File: config.mk
export PLATFORM = sky130hd
export DESIGN_NAME = userport_joy_scan
export DESIGN_NICKNAME = d
export VERILOG_FILES = /design/src/rtl/userport_joy_scan.sv
export SDC_FILE = /design/constraint.sdc
export NUM_CORES = 1
export LEC_CHECK = 0
export BUFFER_PORTS_ARGS = -buffer_cell sky130_fd_sc_hd__buf_2
export CORE_MARGIN = 3
export CORE_UTILIZATION = 56
export CTS_BUF_LIST = sky130_fd_sc_hd__clkbuf_4 sky130_fd_sc_hd__clkbuf_8
export CTS_CLUSTER_DIAMETER = 60
export DETAILED_ROUTE_END_ITERATION = 12
export GPL_TIMING_DRIVEN = 0
export HOLD_SLACK_MARGIN = 0.03
export PLACE_DENSITY = 0.81
export SYNTH_ARGS = -nofsm -noshare
export SYNTH_HDL_FRONTEND = slang
export SYNTH_SLANG_ARGS = --single-unit
File: constraint.sdc
create_clock -name clk -period 2.5 [get_ports clk]
set_input_delay 0.625 -clock clk [delete_from_list [all_inputs] [get_ports clk]]
set_output_delay 0.625 -clock clk [all_outputs]
set_load 0.01 [all_outputs]
File: src/rtl/userport_joy_scan.sv
// DB15 user-port joystick scanner: drives the adapter's load/clock pins, shifts in 32 bits
// per scan and publishes two double-buffered active-high joystick words with a stuck-low fault flag.
module userport_joy_scan #(
    parameter int CLK_DIV  = 12,
    parameter int SCAN_GAP = 256
) (
    input  logic        clk,
    input  logic        reset_n,
    input  logic        enable,
    input  logic        joy_data,
    output logic        joy_clk,
    output logic        joy_load,
    output logic [15:0] joystick1,
    output logic [15:0] joystick2,
    output logic        scan_done,
    output logic        fault
);

    localparam int DIV_W = $clog2(CLK_DIV);
    localparam int GAP_W = $clog2(SCAN_GAP + 1);
    localparam logic [DIV_W-1:0] DIV_LAST = DIV_W'(CLK_DIV - 1);
    localparam logic [GAP_W-1:0] GAP_LAST = GAP_W'(SCAN_GAP - 1);

    typedef enum logic [2:0] {
        ST_IDLE,
        ST_LOAD,
        ST_LOW,
        ST_HIGH,
        ST_DONE,
        ST_GAP
    } state_t;

    state_t             state_reg, state_next;
    logic [DIV_W-1:0]   div_reg, div_next;
    logic [4:0]         bit_reg, bit_next;
    logic [GAP_W-1:0]   gap_reg, gap_next;
    logic [31:0]        raw_reg;
    logic [31:0]        bit_we;
    logic               data_meta_reg, data_sync_reg;
    logic               joy_clk_reg, joy_load_reg;
    logic [15:0]        joystick1_reg, joystick2_reg;
    logic               scan_done_reg, fault_reg;
    logic               sample_en;
    logic               tick;

    assign tick = (div_reg == DIV_LAST);

    always_comb begin
        state_next = state_reg;
        div_next   = div_reg;
        bit_next   = bit_reg;
        gap_next   = gap_reg;
        sample_en  = 1'b0;
        case (state_reg)
            ST_IDLE: begin
                state_next = ST_LOAD;
                div_next   = '0;
            end
            ST_LOAD: begin
                if (tick) begin
                    state_next = ST_LOW;
                    div_next   = '0;
                    bit_next   = '0;
                end else begin
                    div_next = div_reg + DIV_W'(1);
                end
            end
            ST_LOW: begin
                if (tick) begin
                    sample_en  = 1'b1;
                    state_next = ST_HIGH;
                    div_next   = '0;
                end else begin
                    div_next = div_reg + DIV_W'(1);
                end
            end
            ST_HIGH: begin
                if (tick) begin
                    div_next = '0;
                    if (bit_reg == 5'd31) begin
                        state_next = ST_DONE;
                    end else begin
                        state_next = ST_LOW;
                        bit_next   = bit_reg + 5'd1;
                    end
                end else begin
                    div_next = div_reg + DIV_W'(1);
                end
            end
            ST_DONE: begin
                state_next = ST_GAP;
                gap_next   = '0;
            end
            ST_GAP: begin
                if (gap_reg == GAP_LAST) begin
                    state_next = ST_LOAD;
                    div_next   = '0;
                end else begin
                    gap_next = gap_reg + GAP_W'(1);
                end
            end
            default: state_next = ST_IDLE;
        endcase
        // Dropping enable aborts whatever is in flight and parks the sequencer.
        if (!enable) begin
            state_next = ST_IDLE;
            div_next   = '0;
            bit_next   = '0;
            gap_next   = '0;
            sample_en  = 1'b0;
        end
    end

    // First shifted bit lands in raw[31], so bit k writes raw[31-k].
    generate
        for (genvar gi = 0; gi < 32; gi++) begin : g_bit_we
            assign bit_we[gi] = sample_en && (bit_reg == 5'(31 - gi));
        end
    endgenerate

    always_ff @(posedge clk) begin
        if (!reset_n) begin
            state_reg     <= ST_IDLE;
            div_reg       <= '0;
            bit_reg       <= '0;
            gap_reg       <= '0;
            raw_reg       <= '0;
            data_meta_reg <= 1'b1;
            data_sync_reg <= 1'b1;
            joy_clk_reg   <= 1'b0;
            joy_load_reg  <= 1'b1;
            joystick1_reg <= '0;
            joystick2_reg <= '0;
            scan_done_reg <= 1'b0;
            fault_reg     <= 1'b0;
        end else begin
            state_reg     <= state_next;
            div_reg       <= div_next;
            bit_reg       <= bit_next;
            gap_reg       <= gap_next;
            raw_reg       <= (raw_reg & ~bit_we) | ({32{data_sync_reg}} & bit_we);
            data_meta_reg <= joy_data;
            data_sync_reg <= data_meta_reg;
            joy_clk_reg   <= (state_next == ST_HIGH);
            joy_load_reg  <= (state_next != ST_LOAD);
            if (!enable) begin
                joystick1_reg <= '0;
                joystick2_reg <= '0;
                fault_reg     <= 1'b0;
                scan_done_reg <= 1'b0;
            end else if (state_reg == ST_DONE) begin
                scan_done_reg <= 1'b1;
                if (raw_reg == 32'h0000_0000) begin
                    fault_reg     <= 1'b1;
                    joystick1_reg <= '0;
                    joystick2_reg <= '0;
                end else begin
                    fault_reg     <= 1'b0;
                    joystick1_reg <= ~raw_reg[31:16];
                    joystick2_reg <= ~raw_reg[15:0];
                end
            end else begin
                scan_done_reg <= 1'b0;
            end
        end
    end

    assign joy_clk   = joy_clk_reg;
    assign joy_load  = joy_load_reg;
    assign joystick1 = joystick1_reg;
    assign joystick2 = joystick2_reg;
    assign scan_done = scan_done_reg;
    assign fault     = fault_reg;

endmodule

# ---- Word-level counts from Yosys, hierarchy flattened
# Cells that the tools add are included.
# Widths: inputs -> output; s select.
dict set report totals {
  ramBits 0
  out_inout_bits 36
  regBits 91
  latch_bits 0
  elab_cells 133
  mem_bits_ro 0
  mem_count 0
}
dict set report op_classes {
  n_shift 0
  n_eq_ne 45
  bitwise_logic 6
  n_mux 23
  div 0
  multipliers 0
  add_sub_neg 3
  order_cmp 0
  reduce_logical 43
}
# cell count
set op_table {}
lappend op_table {{$eq 5x5->1 const B} 16}
lappend op_table {{$and 32x32->32} 2}
lappend op_table {{$eq 5x4->1 const B} 8}
lappend op_table {{$logic_and 1x1->1} 32}
lappend op_table {{$logic_not 32->1} 1}
lappend op_table {{$mux 16} 2}
lappend op_table {{$not 16->16} 2}
lappend op_table {{$not 32->32} 1}
lappend op_table {{$or 32x32->32} 1}
lappend op_table {{$eq 5x3->1 const B} 4}
lappend op_table {{$mux 3} 6}
lappend op_table {{$pmux 3 s6} 1}
lappend op_table {{$pmux 9 s2} 1}
lappend op_table {{$mux 5} 3}
lappend op_table {{$pmux 4 s3} 1}
lappend op_table {{$eq 5x2->1 const B} 2}
lappend op_table {{$ne 2x2->1 const B} 5}
lappend op_table {{$pmux 5 s2} 1}
lappend op_table {{$add 9x1->9 const B} 1}
lappend op_table {{$eq 3x2->1 const B} 3}
lappend op_table {{$eq 9x8->1 const B} 1}
lappend op_table {{$mux 9} 1}
lappend op_table {{$mux 4} 2}
lappend op_table {{$eq 3x3->1 const B} 2}
lappend op_table {{14 further kinds} 21}

# ---- Depth between registers and ports, before layout
dict set report depth {
  depth_word 8
  mapped_depth 8
  ltp_nobuf 8
}

# ---- Worst setup path after synthesis
# OpenSTA, ideal clock, no wires.
dict set report synth_timing {
  path_kind {register to register}
  startpoint {register gap_reg[0]}
  endpoint {register joy_load_reg, in the netlist joy_load}
  synth_period_minus_slack_ps 1904
  stages_incl_launch_ff 9
  t_arrival_ps 1777
  slack_ps 596
  setup_time_ps 127
  cell_sequence {dfxtp_1 ha_1 nand3_1 nor3_1 ha_1 nand2_1 o21ai_0 nand4_1 or3b_1}
}
dict set report synth_via {
  elab_chain_cells 5
}
# item line_no
set synth_lines {}
lappend synth_lines {{start: declaration} 36} ;# logic [GAP_W-1:0] gap_reg, gap_next;
lappend synth_lines {{start signal: assignment} 140} ;# gap_reg <= gap_next;
lappend synth_lines {{$eq 9x8->1} 95} ;# if (gap_reg == GAP_LAST) begin
lappend synth_lines {{$mux 3} 95}
lappend synth_lines {{$pmux 3 s6} 54} ;# case (state_reg)
lappend synth_lines {{$mux 3} 105} ;# if (!enable) begin
lappend synth_lines {{$ne 3x1->1} 145} ;# joy_load_reg <= (state_next != ST_LOAD);
lappend synth_lines {{end signal: assignment} 145}
lappend synth_lines {{end: declaration} 40} ;# logic joy_clk_reg, joy_load_reg;
# Every way passes these cells.
# A chain may end at the register's enable or synchronous reset.

# ---- Worst setup path after layout
dict set report layout_timing {
  startpoint {register bit_reg[0]}
  endpoint {register joy_load_reg, in the netlist joy_load}
}
dict set report layout_via {
  elab_chain_cells 6
}
# item line_no
set layout_lines {}
lappend layout_lines {{start: declaration} 35} ;# logic [4:0] bit_reg, bit_next;
lappend layout_lines {{start signal: assignment} 139} ;# bit_reg <= bit_next;
lappend layout_lines {{$eq 5x5->1} 80} ;# if (bit_reg == 5'd31) begin
lappend layout_lines {{$mux 3} 80}
lappend layout_lines {{$mux 3} 78} ;# if (tick) begin
lappend layout_lines {{$pmux 3 s6} 54}
lappend layout_lines {{$mux 3} 105}
lappend layout_lines {{$ne 3x1->1} 145}
# Every way passes these cells.

==> impl_results.md <==
* Period minus WS final at between 2 and 2.5 ns
* Port bufs at 38
* Max_cap viols at 0
* Slew headroom at 58.2%
* Final setup TNS at 0 ns
* CP peak stage delay at 0.43 ns
* Most numerous cell in the Yosys netlist: dfxtp_1
* CTS resizes at 0
* Async SR Flop Fraction at 0%
* DIE HEIGHT at roughly 90 um
* Top delay family on crit path: adder cells
* Area delta synth->final at 13.5%
* Leakage power figure at 1.86 nW
* Setup-failing EPs final at 0
* Biggest area consumer among synthesized cells: dfxtp_1
* Hold buffers post-CTS at 0
* Post-synthesis cell area at about 3700 um2
* Worst setup EP type: flip-flop
* Antenna-violating nets left at 0
* Iter 0 DRT Violations at 200
* Peak VDD IR at 0.489 mV
* Seq pwr share at between 50% and 60%
* Status: complete, no violations
* Total CTS buffers at 9
* Post-CTS setup buffers at 0
* Clock sinks at 91
* Crit path cell chain: ha_1 -> and3_1 -> ha_1 -> a211oi_2 -> a31oi_1 -> or3b_1
* Vias in the first global route at 2953
* CP max FO at 8
* Worst Path Buf+Inv at 0
* Core footprint at about 6400 um2
* Share of the synthesized area in the top cell type at 49.1%
* Root Driver: clkbuf_8
* Clock insertion delay at the later pin of the skew report at 0.37 ns
* Die area at 7640 um2
* Fin area at 4210 um2
* Final core utilization at between 60% and 70%
* Max Buffers Root-to-Sink at 2
* Slew Limit Fails at 0
* RSZ-0062 raised after global routing: no
* Largest net degree at the start of global routing at 16
* Total Wirelength at 8100 um
* DRC violations left at 0
* Worst hold path type: reg -> reg
* Clock slew at reported path FFs at 0.09 ns
* Sequential fraction of the synthesis area at 49.1%
* Post-DR vias/cell at around 5.6
* CTS tree: done
* GRT overflow at 0
* Worst slew pin tran at 0.625 ns
* Sw Share at 21.9%
* Layout filler cell count at 511
* Final Hold Viols at 0
* FMAX at 441 MHz
* Initial Util at around three fifths
* Layout cells sized above 1 at between 10 and 15%
* DR WL/cell at 14.7 um
* Clock skew at 0.00995 ns
* Top cells by count, synth: 91 x dfxtp_1, 71 x nand2_1, 39 x nand3_1, 36 x mux2i_1, 33 x o21ai_0
* Diode count at 0
* Std-Cell Rows at 29
* Synth Register Bits at 91
* Clock power frac at 41.7%
* Via count at 3080
* Synth warn at 0
* Power density over the cells at 616 nW/um2
* Routability congestion estimate at 0.815
* DP HPWL at 5840 um
* Pint at 2.03 mW
* Total area of sequential cells at 1820 um2
* Final period util at 90.8%
* Syn avg cell area at 8.84 um2
* GR Util All Layers at a little under a quarter
* Post-DP Area at between 4000 and 5000 um2
* CP dominant cell by count: ha_1
* Max H-tree Level at 3
* # nets final at 482
* Synth unique cells at 46
* Number of synthesized flops with an enable pin at 0
* Startpoint Class: flip-flop
* Crit Path Category: reg -> reg
* WP data arrival at 2.52 ns
* First-pass GRT wire length at 13800 um
* DRT Pass-1 Iters at 4
* Initial antenna violation count at 0
* Prevailing post-synth register cell: dfxtp_1
* Post-synthesis net count at 433
* Comb power frac at 2.2%
* Post-Syn Instances at 420
* WP data required at roughly 2.8 ns
* Worst path slowest cell: dfxtp_1
* P_sw at 0.567 mW
* Multi-input logic area at 1730 um2
* Die width at 87.4 um
* Top cells by area, synth: dfxtp_1 49%, mux2i_1 9.7%, nand2_1 7.2%, nand3_1 5.3%, o21ai_0 4.4%
* Top-level I/O count at 40
## per-layer routing
metal | track usage, % | vias up | share of wire, %
li1 | - | 1546 | -
met1 | 29.4 | 1444 | 46
met2 | 36.2 | 71 | 46
met3 | 6.72 | 19 | 5.0
met4 | 9.21 | 0 | 2.2
met5 | 0 | - | 0
## final timing paths
path | from | end | slack, ns | cells past startpoint
setup / recovery | bit_reg[0] | joy_load | 0.23 | 6
hold / removal | data_meta_reg | data_sync_reg | 0.41 | 1
setup reg to reg | bit_reg[0] | joy_load | 0.23 | 6
hold reg to reg | data_meta_reg | data_sync_reg | 0.41 | 1
## final cells by class
cell class / count / share of cell area (%)
clock buffers: 9 / 2.94
well taps: 77 / 2.29
multi-input cells: 291 / 40.9
plain buffers: 29 / 3.15
repair buffers: 38 / 4.51
flip-flops and latches: 91 / 43.2
clock inverters: 6 / 2.14
inverters: 9 / 0.802
## stage by stage
| stage | worst slack [ns] | std cells | power, mW | hold WS, ns |
|---|---|---|---|---|
| after floorplan | 0.596 | 420 | 1.53 | 0.386 |
| after global placement | 0.303 | 535 | 1.54 | 0.388 |
| after detailed placement | 0.226 | 535 | 1.55 | 0.398 |
| after CTS | 0.231 | 550 | 2.61 | 0.419 |
| after global routing | 0.0377 | 550 | 2.67 | 0.423 |
| final | 0.230 | 550 | 2.59 | 0.414 |
## layout by cell type, fill, tap and decap left out, types with 2 or more instances in the layout
| master | n |
|---|---|
| a22oi_1 | 2 |
| nand4b_1 | 2 |
| nor3_1 | 7 |
| nand4_1 | 4 |
| a21oi_1 | 6 |
| o21ai_0 | 33 |
| nand2_1 | 71 |
| clkbuf_8 | 9 |
| buf_1 | 2 |
| buf_2 | 45 |
| nor4_1 | 8 |
| nand3_1 | 39 |
| and2_1 | 2 |
| a211oi_1 | 2 |
| a311oi_1 | 2 |
| nand2b_1 | 4 |
| ha_1 | 9 |
| nor2b_1 | 3 |
| and3_1 | 4 |
| o21ai_1 | 4 |
| dfxtp_1 | 91 |
| clkbuf_1 | 18 |
| inv_1 | 9 |
| mux2i_1 | 36 |
| nor2_1 | 28 |
| buf_6 | 2 |
| xor2_1 | 3 |
| nand3b_1 | 3 |
| bufinv_16 | 2 |
## power by group through the flow
stage	Sequential, mW	Clock, mW	Combinational [mW]
after floorplan	1.49	0	0.0397
after global placement	1.49	0	0.0560
after detailed placement	1.49	0	0.0578
after CTS	1.45	1.10	0.0578
after global routing	1.45	1.15	0.0652
final	1.45	1.08	0.0581
## kinds of logic after synthesis
logic type                 after synthesis  synth area share [%]
buffers and inverters                   38                  4.48
muxes                                   36                  9.70
AOI/OAI and AO/OA                       56                  8.69
DFF                                     91                  49.1
and+or+nand+nor                        186                  24.1
adders and majority gates                9                  3.03
xor gates and xnor gates                 4                 0.944
(Power assumes the default switching activity.)
